File: config.mk
export PLATFORM = sky130hd
export DESIGN_NAME = prog_loader
export DESIGN_NICKNAME = d
export VERILOG_FILES = /design/src/rtl/sc_pkg.sv /design/src/rtl/word_assembler.sv /design/src/rtl/prog_loader.sv
export SDC_FILE = /design/constraint.sdc
export NUM_CORES = 1
export LEC_CHECK = 0
export ABC_AREA = 1
export BUFFER_PORTS_ARGS = -buffer_cell sky130_fd_sc_hd__buf_4
export CORE_MARGIN = 1
export CORE_UTILIZATION = 56
export DETAILED_ROUTE_END_ITERATION = 6
export HOLD_SLACK_MARGIN = 0.15
export PLACE_DENSITY = 0.88
export SLEW_MARGIN = 20
export SYNTH_ARGS = -nofsm -noshare
export SYNTH_HDL_FRONTEND = slang
export SYNTH_SLANG_ARGS = --single-unit
File: constraint.sdc
create_clock -name clk -period 3.7 [get_ports clk]
set_clock_uncertainty 0.05 [all_clocks]
set_input_delay 1.11 -clock clk [delete_from_list [all_inputs] [get_ports clk]]
set_output_delay 1.11 -clock clk [all_outputs]
set_load 0.01 [all_outputs]
File: src/rtl/sc_pkg.sv
// Shared definitions for the single-cycle core slice: loader FSM states and
// word/byte geometry used by the program loader and instruction memory.
package sc_pkg;
    localparam int WORD_W         = 32;
    localparam int BYTES_PER_WORD = 4;
    localparam int DEF_ADDR_W     = 8;   // also sizes inst_mem

    typedef enum logic [1:0] {
        LOAD  = 2'd0,
        HOLD  = 2'd1,
        RUN   = 2'd2,
        ERROR = 2'd3
    } loader_state_t;
endpackage

File: src/rtl/word_assembler.sv
// Packs accepted bytes little-endian into a 32-bit word; word/word_done are
// combinational so the parent can register the write on the completing edge.
module word_assembler
    import sc_pkg::*;
(
    input  logic              clk,
    input  logic              reset,
    input  logic              clr,
    input  logic              accept,
    input  logic [7:0]        data,
    input  logic              last,
    output logic [WORD_W-1:0] word,
    output logic              word_done
);
    logic [1:0]        byte_idx;
    logic [WORD_W-1:0] asm_q;

    // Unfilled upper lanes are still zero in asm_q, which gives the padding.
    always_comb begin
        word      = asm_q | (WORD_W'(data) << {byte_idx, 3'b000});
        word_done = accept & ((byte_idx == 2'd3) | last);
    end

    always_ff @(posedge clk) begin
        if (reset || clr) begin
            byte_idx <= '0;
            asm_q    <= '0;
        end else if (accept) begin
            if (word_done) begin
                byte_idx <= '0;
                asm_q    <= '0;
            end else begin
                byte_idx <= byte_idx + 2'd1;
                asm_q    <= word;
            end
        end
    end
endmodule

File: src/rtl/prog_loader.sv
// Boot-time loader: streams program bytes into instruction memory, then
// releases the core from reset after a fixed settle time.
module prog_loader
    import sc_pkg::*;
#(
    parameter int ADDR_W     = DEF_ADDR_W,
    parameter int RESET_HOLD = 4
) (
    input  logic              clk,
    input  logic              reset,
    input  logic              in_valid,
    output logic              in_ready,
    input  logic [7:0]        in_data,
    input  logic              in_last,
    input  logic              restart,
    output logic              imem_we,
    output logic [ADDR_W-1:0] imem_addr,
    output logic [WORD_W-1:0] imem_wdata,
    output logic              core_reset,
    output logic              done,
    output logic              error,
    output logic [ADDR_W:0]   word_count
);
    localparam int DEPTH = 1 << ADDR_W;
    localparam int HW    = $clog2(RESET_HOLD + 1);

    loader_state_t     state, state_n;
    logic [HW-1:0]     hold_cnt;
    logic              accept, restart_ok, wr, full;
    logic [WORD_W-1:0] word;
    logic              word_done;

    assign accept     = in_valid & in_ready & (state == LOAD);
    assign restart_ok = restart & ((state == RUN) | (state == ERROR));
    assign full       = (word_count == (ADDR_W+1)'(DEPTH));
    assign wr         = word_done & ~full;

    word_assembler u_asm (
        .clk       (clk),
        .reset     (reset),
        .clr       (restart_ok),
        .accept    (accept),
        .data      (in_data),
        .last      (in_last),
        .word      (word),
        .word_done (word_done)
    );

    always_comb begin
        state_n = state;
        case (state)
            LOAD: begin
                if (word_done) begin
                    if (full)         state_n = ERROR;
                    else if (in_last) state_n = HOLD;
                end
            end
            HOLD:      if (hold_cnt == HW'(RESET_HOLD - 1)) state_n = RUN;
            RUN, ERROR: if (restart) state_n = LOAD;
            default:   state_n = LOAD;
        endcase
    end

    // Status outputs are registered from the next state so they change on
    // the same edge as the state itself.
    always_ff @(posedge clk) begin
        if (reset) begin
            state      <= LOAD;
            hold_cnt   <= '0;
            word_count <= '0;
            imem_we    <= 1'b0;
            imem_addr  <= '0;
            imem_wdata <= '0;
            in_ready   <= 1'b0;
            core_reset <= 1'b1;
            done       <= 1'b0;
            error      <= 1'b0;
        end else begin
            state    <= state_n;
            hold_cnt <= (state == HOLD) ? hold_cnt + HW'(1) : '0;
            imem_we  <= wr;
            if (wr) begin
                imem_addr  <= word_count[ADDR_W-1:0];
                imem_wdata <= word;
            end
            if (restart_ok)
                word_count <= '0;
            else if (wr)
                word_count <= word_count + (ADDR_W+1)'(1);
            in_ready   <= (state_n == LOAD);
            core_reset <= (state_n != RUN);
            done       <= (state_n == RUN);
            error      <= (state_n == ERROR);
        end
    end
endmodule

Yosys cells after proc, flatten, opt, wreduce, memory -nomap -nowiden --
Cells that the tools add are included.
Storage, ports and cells: register bits after elaboration 93, input port bits 13, output and inout bits 54, word-level logic and storage cells 49
Cells by class: add/subtract/negate cells 3, eq/ne operators 9, shifts and indexed selects 1, muxes and demuxes 8, bitwise gates (word level) 10, reductions and logical operators 6
Operator list (count):
- $mux 32 | 1
- $or 32x32->32 | 1
- $shl 8x5->32 | 1
- $mux 2 | 6
- $eq 2x2->1 const B | 5
- $add 9x1->9 const B | 1
- $eq 9x9->1 const B | 1
- $pmux 2 s3 | 1
- $reduce_or 2->1 | 3
- $and 1x1->1 | 5
- $logic_not 2->1 | 2
- $add 3x1->3 const B | 1
- $eq 3x2->1 const B | 1
- $add 2x1->2 const B | 1
- $eq 2x1->1 const B | 1
- $ne 2x2->1 const B | 1
- $not 1->1 | 2
- $or 1x1->1 | 2
- $logic_or 1x1->1 | 1

Longest topological paths before layout --
Gate-level depths: netlist of the first run.
word-level depth 6, gate-level depth with buffers 10, depth with buffers taken out 10

Cells and area by module --
From an unflattened synthesis of the first run, not the netlist that was laid out.
Second synthesis, totals: cells, all modules 640, area, all modules 4443.0 µm²
Modules (own cells, without submodules):
- prog_loader | times used 1, cells each 318, area an instance 2377.3 µm², seq. area each 1181.1 µm²
- word_assembler | times used 1, cells each 322, area an instance 2065.7 µm², seq. area each 680.7 µm²

Worst setup path before layout of the first run --
Ideal clock, no wire load.
kind input -> register, from input in_valid, to register imem_addr[1], library setup time 113 ps, data arrival time 1850 ps, required time 3537 ps, slack 1686 ps, stages on the path 8, buffers on the path 1, cell sequence nand2_1 > inv_2 > nand2_4 > nor2_8 > nand2_4 > buf_4 > o21ai_1 > nor2_1
On the way: longest elaborated chain between the ends 4
Ends and longest elaborated chain:
- from (decl) | line prog_loader.sv:11 | input logic in_valid,
- $and 1x1->1 (2 in a row) | line prog_loader.sv:33 | assign accept = in_valid & in_ready & (state == LOAD);
- $and 1x1->1 | line word_assembler.sv:21 | word_done = accept & ((byte_idx == 2'd3) | last);
- $and 1x1->1 | line prog_loader.sv:36 | assign wr = word_done & ~full;
- to (signal assigned) | line prog_loader.sv:83 | imem_addr <= word_count[ADDR_W-1:0];
- to (decl) | line prog_loader.sv:17 | output logic [ADDR_W-1:0] imem_addr,
Every way passes these cells. A chain may end at the register's enable or synchronous reset.

Worst setup path after layout of the first run --
from register u_asm.byte_idx[1], to register imem_wdata[19]
On the way: longest elaborated chain between the ends 4, elaborated cells on any way between the ends 6, those cells by class 1 x eq/ne; 1 x shift; 4 x bitwise
Ends and longest elaborated chain:
- from (decl) | line word_assembler.sv:15 | logic [1:0] byte_idx;
- from (signal assigned) | line word_assembler.sv:33 | byte_idx <= byte_idx + 2'd1;
- $eq 2x2->1 | line word_assembler.sv:21
- $or 1x1->1 | line word_assembler.sv:21
- $and 1x1->1 | line word_assembler.sv:21
- $and 1x1->1 | line prog_loader.sv:36
- to (signal assigned) | line prog_loader.sv:84 | imem_wdata <= word;
- to (decl) | line prog_loader.sv:18 | output logic [WORD_W-1:0] imem_wdata,
Parallel ways exist; a longest one is shown, timed or not.

==> results of run 1 <==
-- per-layer routing --
metal  vias to the layer above  wire (um)
met1                      1707       3719
met5                         -          0
met2                       122       4445
li1                       1870          -
met4                         0        191
met3                        20        594
-- critical path, delay by kind of cell (launching register included) --
family	cells	cell delay, ns
fa+ha+maj	1	0.25
buf+inv	2	0.38
flops	1	0.71
simple gates	5	0.87
-- kinds of logic after synthesis --
family | count (synthesis)
fa+ha+maj | 5
flops | 93
compound gates | 53
buf+inv | 85
simple gates | 335
xor+xnor | 1
-- worst paths after layout --
path	start	end	slack (ns)	cells past startpoint
worst max register to register	u_asm.byte_idx[1]	imem_wdata[19]	1.36	8
worst max-delay path	u_asm.byte_idx[1]	imem_wdata[19]	1.36	8
worst min-delay path	hold_cnt[0]	hold_cnt[0]	0.39	1
worst min register to register	hold_cnt[0]	hold_cnt[0]	0.39	1
-- area by class of cell --
| class | instances | share of cell area |
|---|---|---|
| flip-flops and latches | 93 | 0.3964 |
| clock inverters | 4 | 0.02025 |
| repair buffers | 70 | 0.1119 |
| clock buffers | 12 | 0.03090 |
| well taps | 96 | 0.02557 |
| multi-input cells | 394 | 0.3687 |
| inverters | 58 | 0.04635 |
-- power by group --
group	leakage, nW	total [W]	switching, W	internal [W]
Clock	0.121	0.000810	0.000343	0.000467
Sequential	0.755	0.00106	0.0000238	0.00103
Combinational	1.24	0.000226	0.000140	0.0000862
-- state kept, by name (all words and copies together) (netlist names), 2 cells and up --
signal,cells
word_count,9
imem_wdata,32
u_asm.byte_idx,2
hold_cnt,3
u_asm.asm_q,32
imem_addr,8
state,2
-- cell usage after synthesis, types with 2 or more instances --
cell type    n  area [um2]
nand4_1      2       12.51
nand2_1     80       300.3
nor2_4       3       33.78
o21ai_1     40       200.2
nand2_2      2       12.51
ha_1         5       62.56
inv_1       53       198.9
dfxtp_1     93        1862
nor2_1     194       728.2
nand2_4      2       22.52
a21oi_1     11       55.05
buf_4        4       30.03
buf_2       18       90.09
clkbuf_1     3       11.26
nand3_1     48       240.2
inv_2        5       18.77
-- per-stage QoR --
step	power [W]	cells	setup WS (ns)	cell area [um2]
after floorplan	0.001225	572	1.686	3958
after global placement	0.001299	711	1.097	4457
after detailed placement	0.001306	711	1.003	4457
after CTS	0.002100	727	1.347	4697
after global routing	0.002176	727	1.120	4697
final	0.002094	727	1.362	4697
==> qor.csv, run 1 <==
stage;metric;value;unit
cells_and_area;Final Util;0.6913;
timing;Slew @ Worst Pin;0.7708;ns
clock_tree;CTS tree;yes;
cells_and_area;fin nets;644;
synthesis;post-synthesis adder-cell area fraction;0.01581;
cells_and_area;commonest non-fill, non-tap cells in the layout;nor2_1 (194), dfxtp_1 (93), nand2_1 (80);
cells_and_area;area occupied by multi-input gates;1732;um2
place;port bufs;66;
synthesis;post-synthesis compound-gate area fraction;0.06766;
synthesis;largest family of logic cells by synthesized area;simple AND/OR/NAND/NOR gates;
synthesis;Post-Synth Simple-Gate Area;0.3519;
outcome;status;completed;
global_route;initial antenna violation count;0;
timing;final hold vios;0;
floorplan;DIE WIDTH;86.07;um
critical_path;Crit Path Max Fanout;26;
place;Detailed Place HPWL;6005;um
route;drt wl/cell;12.31;um
power;power density over the cells;445.9;nW/um2
floorplan;Cell Rows;30;
clock_tree;CTS resizes;0;
power;Static Leak;2.119;nW
clock_tree;Post-CTS Hold Fix Bufs;0;
global_route;largest net degree at the start of global routing;51;
global_route;number of global-route vias before repair;3326;
synthesis;synthesized net count;590;
global_route;GR peak layer;met2;
clock_tree;Max clock buf depth;2;
critical_path;Arrival @ worst endpoint;2.58;ns
clock_tree;Clock transition at path regs;0.09;ns
global_route;met1 Usage GRT;0.3061;
timing;Setup TNS;0;ns
hold_path;Hold Path Class;register to register;
timing;Hold WS;0.3869;ns
route;vias per inst;5.116;
route;routed via count;3719;
clock_tree;Inserted Clock Buffers;9;
clock_tree;Clock Latency Late Sink;0.36;ns
timing;RSZ-0062 raised after global routing;false;
synthesis;syn_area_per_cell;6.919;um2
timing;final setup vio count;0;
synthesis;number of synthesis warnings;0;
floorplan;I/O Pins;67;
route;Iter 0 DRT Violations;203;
synthesis;Yosys cell types;25;
synthesis;XOR/XNOR share of the synthesized area;0.002213;
route;DRC violations left;0;
route;antenna viol nets, final;0;
floorplan;Chip Height;86.07;um
flow_run;number of max-cap violations;0;
floorplan;DIE AREA;7407;um2
clock_tree;Root Driver;clkbuf_8;
critical_path;slowest CP cell;dfxtp_1;
cells_and_area;Ant. Diodes;0;
global_route;gr ovfl total;0;
global_route;first-pass GRT wire length;14750;um
clock_tree;H-Tree Depth;3;
timing;fin crit share;0.6320;
critical_path;crit path cell chain;ha_1 -> inv_1 -> nand2_1 -> nand3_2 -> nor2_4 -> buf_4 -> nor2_1 -> nor2_1;
floorplan;Core ar.;6794;um2
cells_and_area;P&R area growth vs syn;18.68;%
critical_path;Critical Path RT;3.94;ns
critical_path;cell mode on critical path;nor2_1;
timing;fin. max-slew vios;0;
timing;Peak Freq;0.4276;GHz
timing;min Tclk post-route;2.338;ns
global_route;met3 GRT Util;0.05679;
cells_and_area;fillcell total;571;
synthesis;Synth async-reset ratio;0;
critical_path;CP peak stage delay;0.71;ns
synthesis;sequential share of the synthesized area;0.4704;
critical_path;Worst Path Class, Setup;register to register;
cells_and_area;Register Area;1862;um2
global_route;met2 Use GR;0.4336;
place;GP Congestion;0.8441;
synthesis;Post-synth EDFFs;0;
synthesis;Mapped Cells;572;
route;1st-pass router iterations;4;
power;peak supply drop;337.8;uV
clock_tree;Clock Sinks;93;
cells_and_area;leading cell type in the layout, fill and taps excluded;nor2_1;
route;final wirelength;8951;um
synthesis;Main synth FF type;dfxtp_1;
critical_path;critical path launch point type;register;
synthesis;#FFs+latches synth;93;
synthesis;multiplexer area fraction after synthesis;0;
timing;Max transition margin;0.4849;
global_route;Global Route Usage Sum;0.2550;
critical_path;crit end category;register;
floorplan;initial core utilization;0.5825;
synthesis;synthesized area;3958;um2
clock_tree;Setup Fix Bufs, Post-CTS;0;
cells_and_area;layout cells sized above 1;0.1569;
Power figures use the tool's default switching activity.
==> run 2, diff against run 1 <==
--- a/config.mk
+++ b/config.mk
@@ -5,13 +5,13 @@
 export SDC_FILE = /design/constraint.sdc
 export NUM_CORES = 1
 export LEC_CHECK = 0
-export ABC_AREA = 1
+export ABC_AREA = 0
 export BUFFER_PORTS_ARGS = -buffer_cell sky130_fd_sc_hd__buf_4
 export CORE_MARGIN = 1
-export CORE_UTILIZATION = 56
+export CORE_UTILIZATION = 54
 export DETAILED_ROUTE_END_ITERATION = 6
 export HOLD_SLACK_MARGIN = 0.15
-export PLACE_DENSITY = 0.88
+export PLACE_DENSITY = 0.86
 export SLEW_MARGIN = 20
 export SYNTH_ARGS = -nofsm -noshare
 export SYNTH_HDL_FRONTEND = slang
==> constraint.sdc (replaced) <==
create_clock -name clk -period 2.4 [get_ports clk]
set_clock_uncertainty 0.05 [all_clocks]
set_input_delay 0.72 -clock clk [delete_from_list [all_inputs] [get_ports clk]]
set_output_delay 0.72 -clock clk [all_outputs]
set_load 0.01 [all_outputs]
==> run 2 against run 1 <==
Compared with the run above:
- total power rose by 36%
- critical path depth fell by 3
- sequential power rose by 53%
- clock-buffer cell count rose by 1
- register-to-register slack got worse by 1.0 ns
- first-iteration DRC count fell by 55%
- worst hold slack got worse by 0.011 ns
- routed wire length fell by 10%
- synthesized cell count fell by 30%
- sequential share of layout area rose by 4.4 points
- flip-flop and latch count did not move
==> qor.csv, run 2 <==
stage;metric;value;unit;change
synthesis;Synth async-reset ratio;0;;unchanged
floorplan;Cell Rows;28;;was 30
timing;RSZ-0062 raised after global routing;false;;unchanged
clock_tree;Setup Fix Bufs, Post-CTS;0;;unchanged
global_route;Global Route Usage Sum;0.2495;;was 0.2550
clock_tree;H-Tree Depth;3;;unchanged
synthesis;Synth top cells by count;dfxtp_1 (93), nor2_1 (77), a21oi_1 (46);;was nor2_1 (194), dfxtp_1 (93), nand2_1 (80)
clock_tree;CTS resizes;0;;unchanged
timing;Max transition margin;0.6496;;was 0.4849
global_route;first-pass GRT wire length;12680;um;was 14750 um
timing;Peak Freq;0.4792;GHz;was 0.4276 GHz
power;clock share of power;0.333;;was 0.387
synthesis;syn_area_per_cell;8.659;um2;was 6.919 um2
global_route;initial antenna violation count;0;;unchanged
critical_path;CP peak stage delay;0.53;ns;was 0.71 ns
clock_tree;Clock Sinks;93;;unchanged
floorplan;DIE AREA;6754;um2;was 7407 um2
synthesis;Yosys cell types;38;;was 25
synthesis;Post-synth EDFFs;0;;unchanged
clock_tree;Clock Latency Late Sink;0.35;ns;was 0.36 ns
power;Comb pwr share;0.100;;was 0.108
route;antenna viol nets, final;0;;unchanged
power;peak supply drop;401.9;uV;was 337.8 uV
global_route;number of global-route vias before repair;2741;;was 3326
synthesis;Area contributors post-synth;dfxtp_1 (54%), nor2_1 (8.3%), a211oi_1 (6.9%);;was dfxtp_1 (47%), nor2_1 (18%), nand2_1 (7.6%)
route;vias per inst;5.700;;was 5.116
power;internal power;0.002140;W;was 0.001588 W
synthesis;Main synth FF type;dfxtp_1;;unchanged
cells_and_area;P&R area growth vs syn;21.69;%;was 18.68%
critical_path;slowest CP cell;or4_4;;was dfxtp_1
place;Setup WS pre-CTS;0.1602;ns;was 1.003 ns
place;GP Congestion;0.8314;;was 0.8441
cells_and_area;fillcell total;488;;was 571
synthesis;cell type with the largest total area after synthesis;dfxtp_1;;unchanged
cells_and_area;top flop regs;imem_wdata: 32 flops, u_asm.asm_q: 32 flops, word_count: 9 flops;;unchanged
route;1st-pass router iterations;4;;unchanged
clock_tree;CTS tree;yes;;unchanged
hold_path;Hold Path Class;register to register;;unchanged
cells_and_area;commonest non-fill, non-tap cells in the layout;dfxtp_1 (93), buf_4 (78), nor2_1 (77);;was nor2_1 (194), dfxtp_1 (93), nand2_1 (80)
cells_and_area;fin nets;475;;was 644
synthesis;number of synthesis warnings;0;;unchanged
synthesis;synthesized net count;419;;was 590
synthesis;#FFs+latches synth;93;;unchanged
power;power density over the cells;673.5;nW/um2;was 445.9 nW/um2
power;Sequential Power Share;0.567;;was 0.505
power;overall power;0.002846;W;was 0.002094 W
critical_path;critical path launch point type;register;;unchanged
clock_tree;Clock transition at path regs;0.09;ns;about the same
timing;fin. max-slew vios;0;;unchanged
route;routed via count;3061;;was 3719
floorplan;I/O Pins;67;;unchanged
floorplan;Core ar.;6061;um2;was 6794 um2
route;final wirelength;8057;um;was 8951 um
timing;Slew @ Worst Pin;0.5236;ns;was 0.7708 ns
outcome;status;completed;;unchanged
route;DRC violations left;0;;unchanged
synthesis;count leader, synth;dfxtp_1;;was nor2_1
route;drt wl/cell;15.00;um;was 12.31 um
power;Static Leak;1.622;nW;was 2.119 nW
place;Detailed Place HPWL;5422;um;was 6005 um
floorplan;DIE WIDTH;82.19;um;was 86.07 um
timing;final setup vio count;0;;unchanged
synthesis;sequential share of the synthesized area;0.5362;;was 0.4704
flow_run;number of max-cap violations;0;;unchanged
synthesis;Mapped Cells;401;;was 572
global_route;gr ovfl total;0;;unchanged
place;Cell Area, Placed;4046;um2;was 4457 um2
timing;Setup TNS;0;ns;unchanged
power;Psw;0.0007064;W;was 0.0005063 W
critical_path;crit end category;register;;unchanged
clock_tree;Max clock buf depth;2;;unchanged
cells_and_area;fin area;4225;um2;was 4697 um2
critical_path;Crit Path Max Fanout;7;;was 26
timing;fin crit share;0.8695;;was 0.6320
timing;Final Worst Setup Slack;0.3133;ns;was 1.362 ns
critical_path;Worst Path Class, Setup;register to register;;unchanged
clock_tree;Post-CTS Hold Fix Bufs;0;;unchanged
synthesis;post-synth top area share;0.5362;;was 0.4704
floorplan;Chip Height;82.19;um;was 86.07 um
timing;final hold vios;0;;unchanged
critical_path;Critical Path RT;2.64;ns;was 3.94 ns
critical_path;Arrival @ worst endpoint;2.32;ns;was 2.58 ns
route;Iter 0 DRT Violations;91;;was 203
timing;min Tclk post-route;2.087;ns;was 2.338 ns
critical_path;crit path cell chain;ha_1 -> nor2_1 -> or4_4 -> or4_1 -> a21oi_1;;was ha_1 -> inv_1 -> nand2_1 -> nand3_2 -> nor2_4 -> buf_4 -> nor2_1 -> nor2_1
power;Sw Share;0.2482;;was 0.2418
cells_and_area;Final Util;0.6972;;was 0.6913
clock_tree;Inserted Clock Buffers;9;;unchanged
cells_and_area;leading cell type in the layout, fill and taps excluded;dfxtp_1;;was nor2_1
clock_tree;Root Driver;clkbuf_8;;unchanged
floorplan;initial core utilization;0.5729;;was 0.5825
cells_and_area;layout cells sized above 1;0.2229;;was 0.1569
cells_and_area;Ant. Diodes;0;;unchanged
place;port bufs;66;;unchanged
synthesis;synthesized area;3472;um2;was 3958 um2
global_route;largest net degree at the start of global routing;35;;was 51
## run 2: cell count changes after synthesis, moves of 4 or more
cell and delta:
nor3_1 +35, inv_2 -5, nand2_1 -52, a21oi_1 +35, inv_1 -47, nor2_1 -117, o21ai_1 -40, clkbuf_1 +27
and2_1 +5, a211oi_1 +31, nand3_1 -46, buf_4 -4, buf_2 -14
## run 2: final cells by class
class,instances,area (um2),share of cell area
clock inverters,3,20.02,0.004738
repair buffers,79,605.6,0.1433
inverters,6,22.52,0.005330
flip-flops and latches,93,1862,0.4406
clock buffers,13,158.9,0.03761
multi-input cells,268,1463,0.3462
well taps,75,93.84,0.02221
## run 2: worst max-delay path: cells and delay by family (launching register included)
kind,cells,cell delay (ns)
flip-flops,1,0.45
AND/OR/NAND/NOR,3,1.13
AO/OA/AOI/OAI,1,0.15
adder cells (fa/ha/maj),1,0.24
## run 2: path summary, 6_finish.rpt
path                     startpoint             to  slack, ns  depth (start not counted)
hold reg to reg         hold_cnt[0]    hold_cnt[0]       0.38                          1
hold / removal          hold_cnt[0]    hold_cnt[0]       0.38                          1
setup reg to reg  u_asm.byte_idx[1]  word_count[8]       0.31                          5
setup / recovery  u_asm.byte_idx[1]  word_count[8]       0.31                          5
## run 2: routing by layer
layer | up-vias | part of all wire | wire length, um | track usage
met5 | - | 0 | 0 | 0
met3 | 19 | 0.065 | 527 | 0.04725
li1 | 1488 | - | - | -
met1 | 1440 | 0.43 | 3501 | 0.3193
met2 | 114 | 0.48 | 3829 | 0.4000
met4 | 0 | 0.024 | 197 | 0.1281
## run 2: kinds of logic after synthesis
family | Yosys count | synth area share
compound gates | 90 | 0.1632
xor+xnor | 4 | 0.01009
fa+ha+maj | 5 | 0.01802
buf+inv | 40 | 0.04469
flops | 93 | 0.5362
simple gates | 169 | 0.2278
## run 2: power groups by stage
stage	clock [W]	sequential [W]	combinational, W
floorplan	0	0.00166	0.000150
global placement	0	0.00165	0.000274
detailed placement	0	0.00165	0.000282
CTS	0.000962	0.00162	0.000283
global route	0.00103	0.00162	0.000309
finish	0.000947	0.00162	0.000284
## run 2: stage by stage
step                      hold WS [ns]  std cells
after floorplan                 0.3475        401
after global placement          0.3576        521
after detailed placement        0.3673        521
after CTS                       0.3795        537
after global routing            0.3860        537
final                           0.3761        537
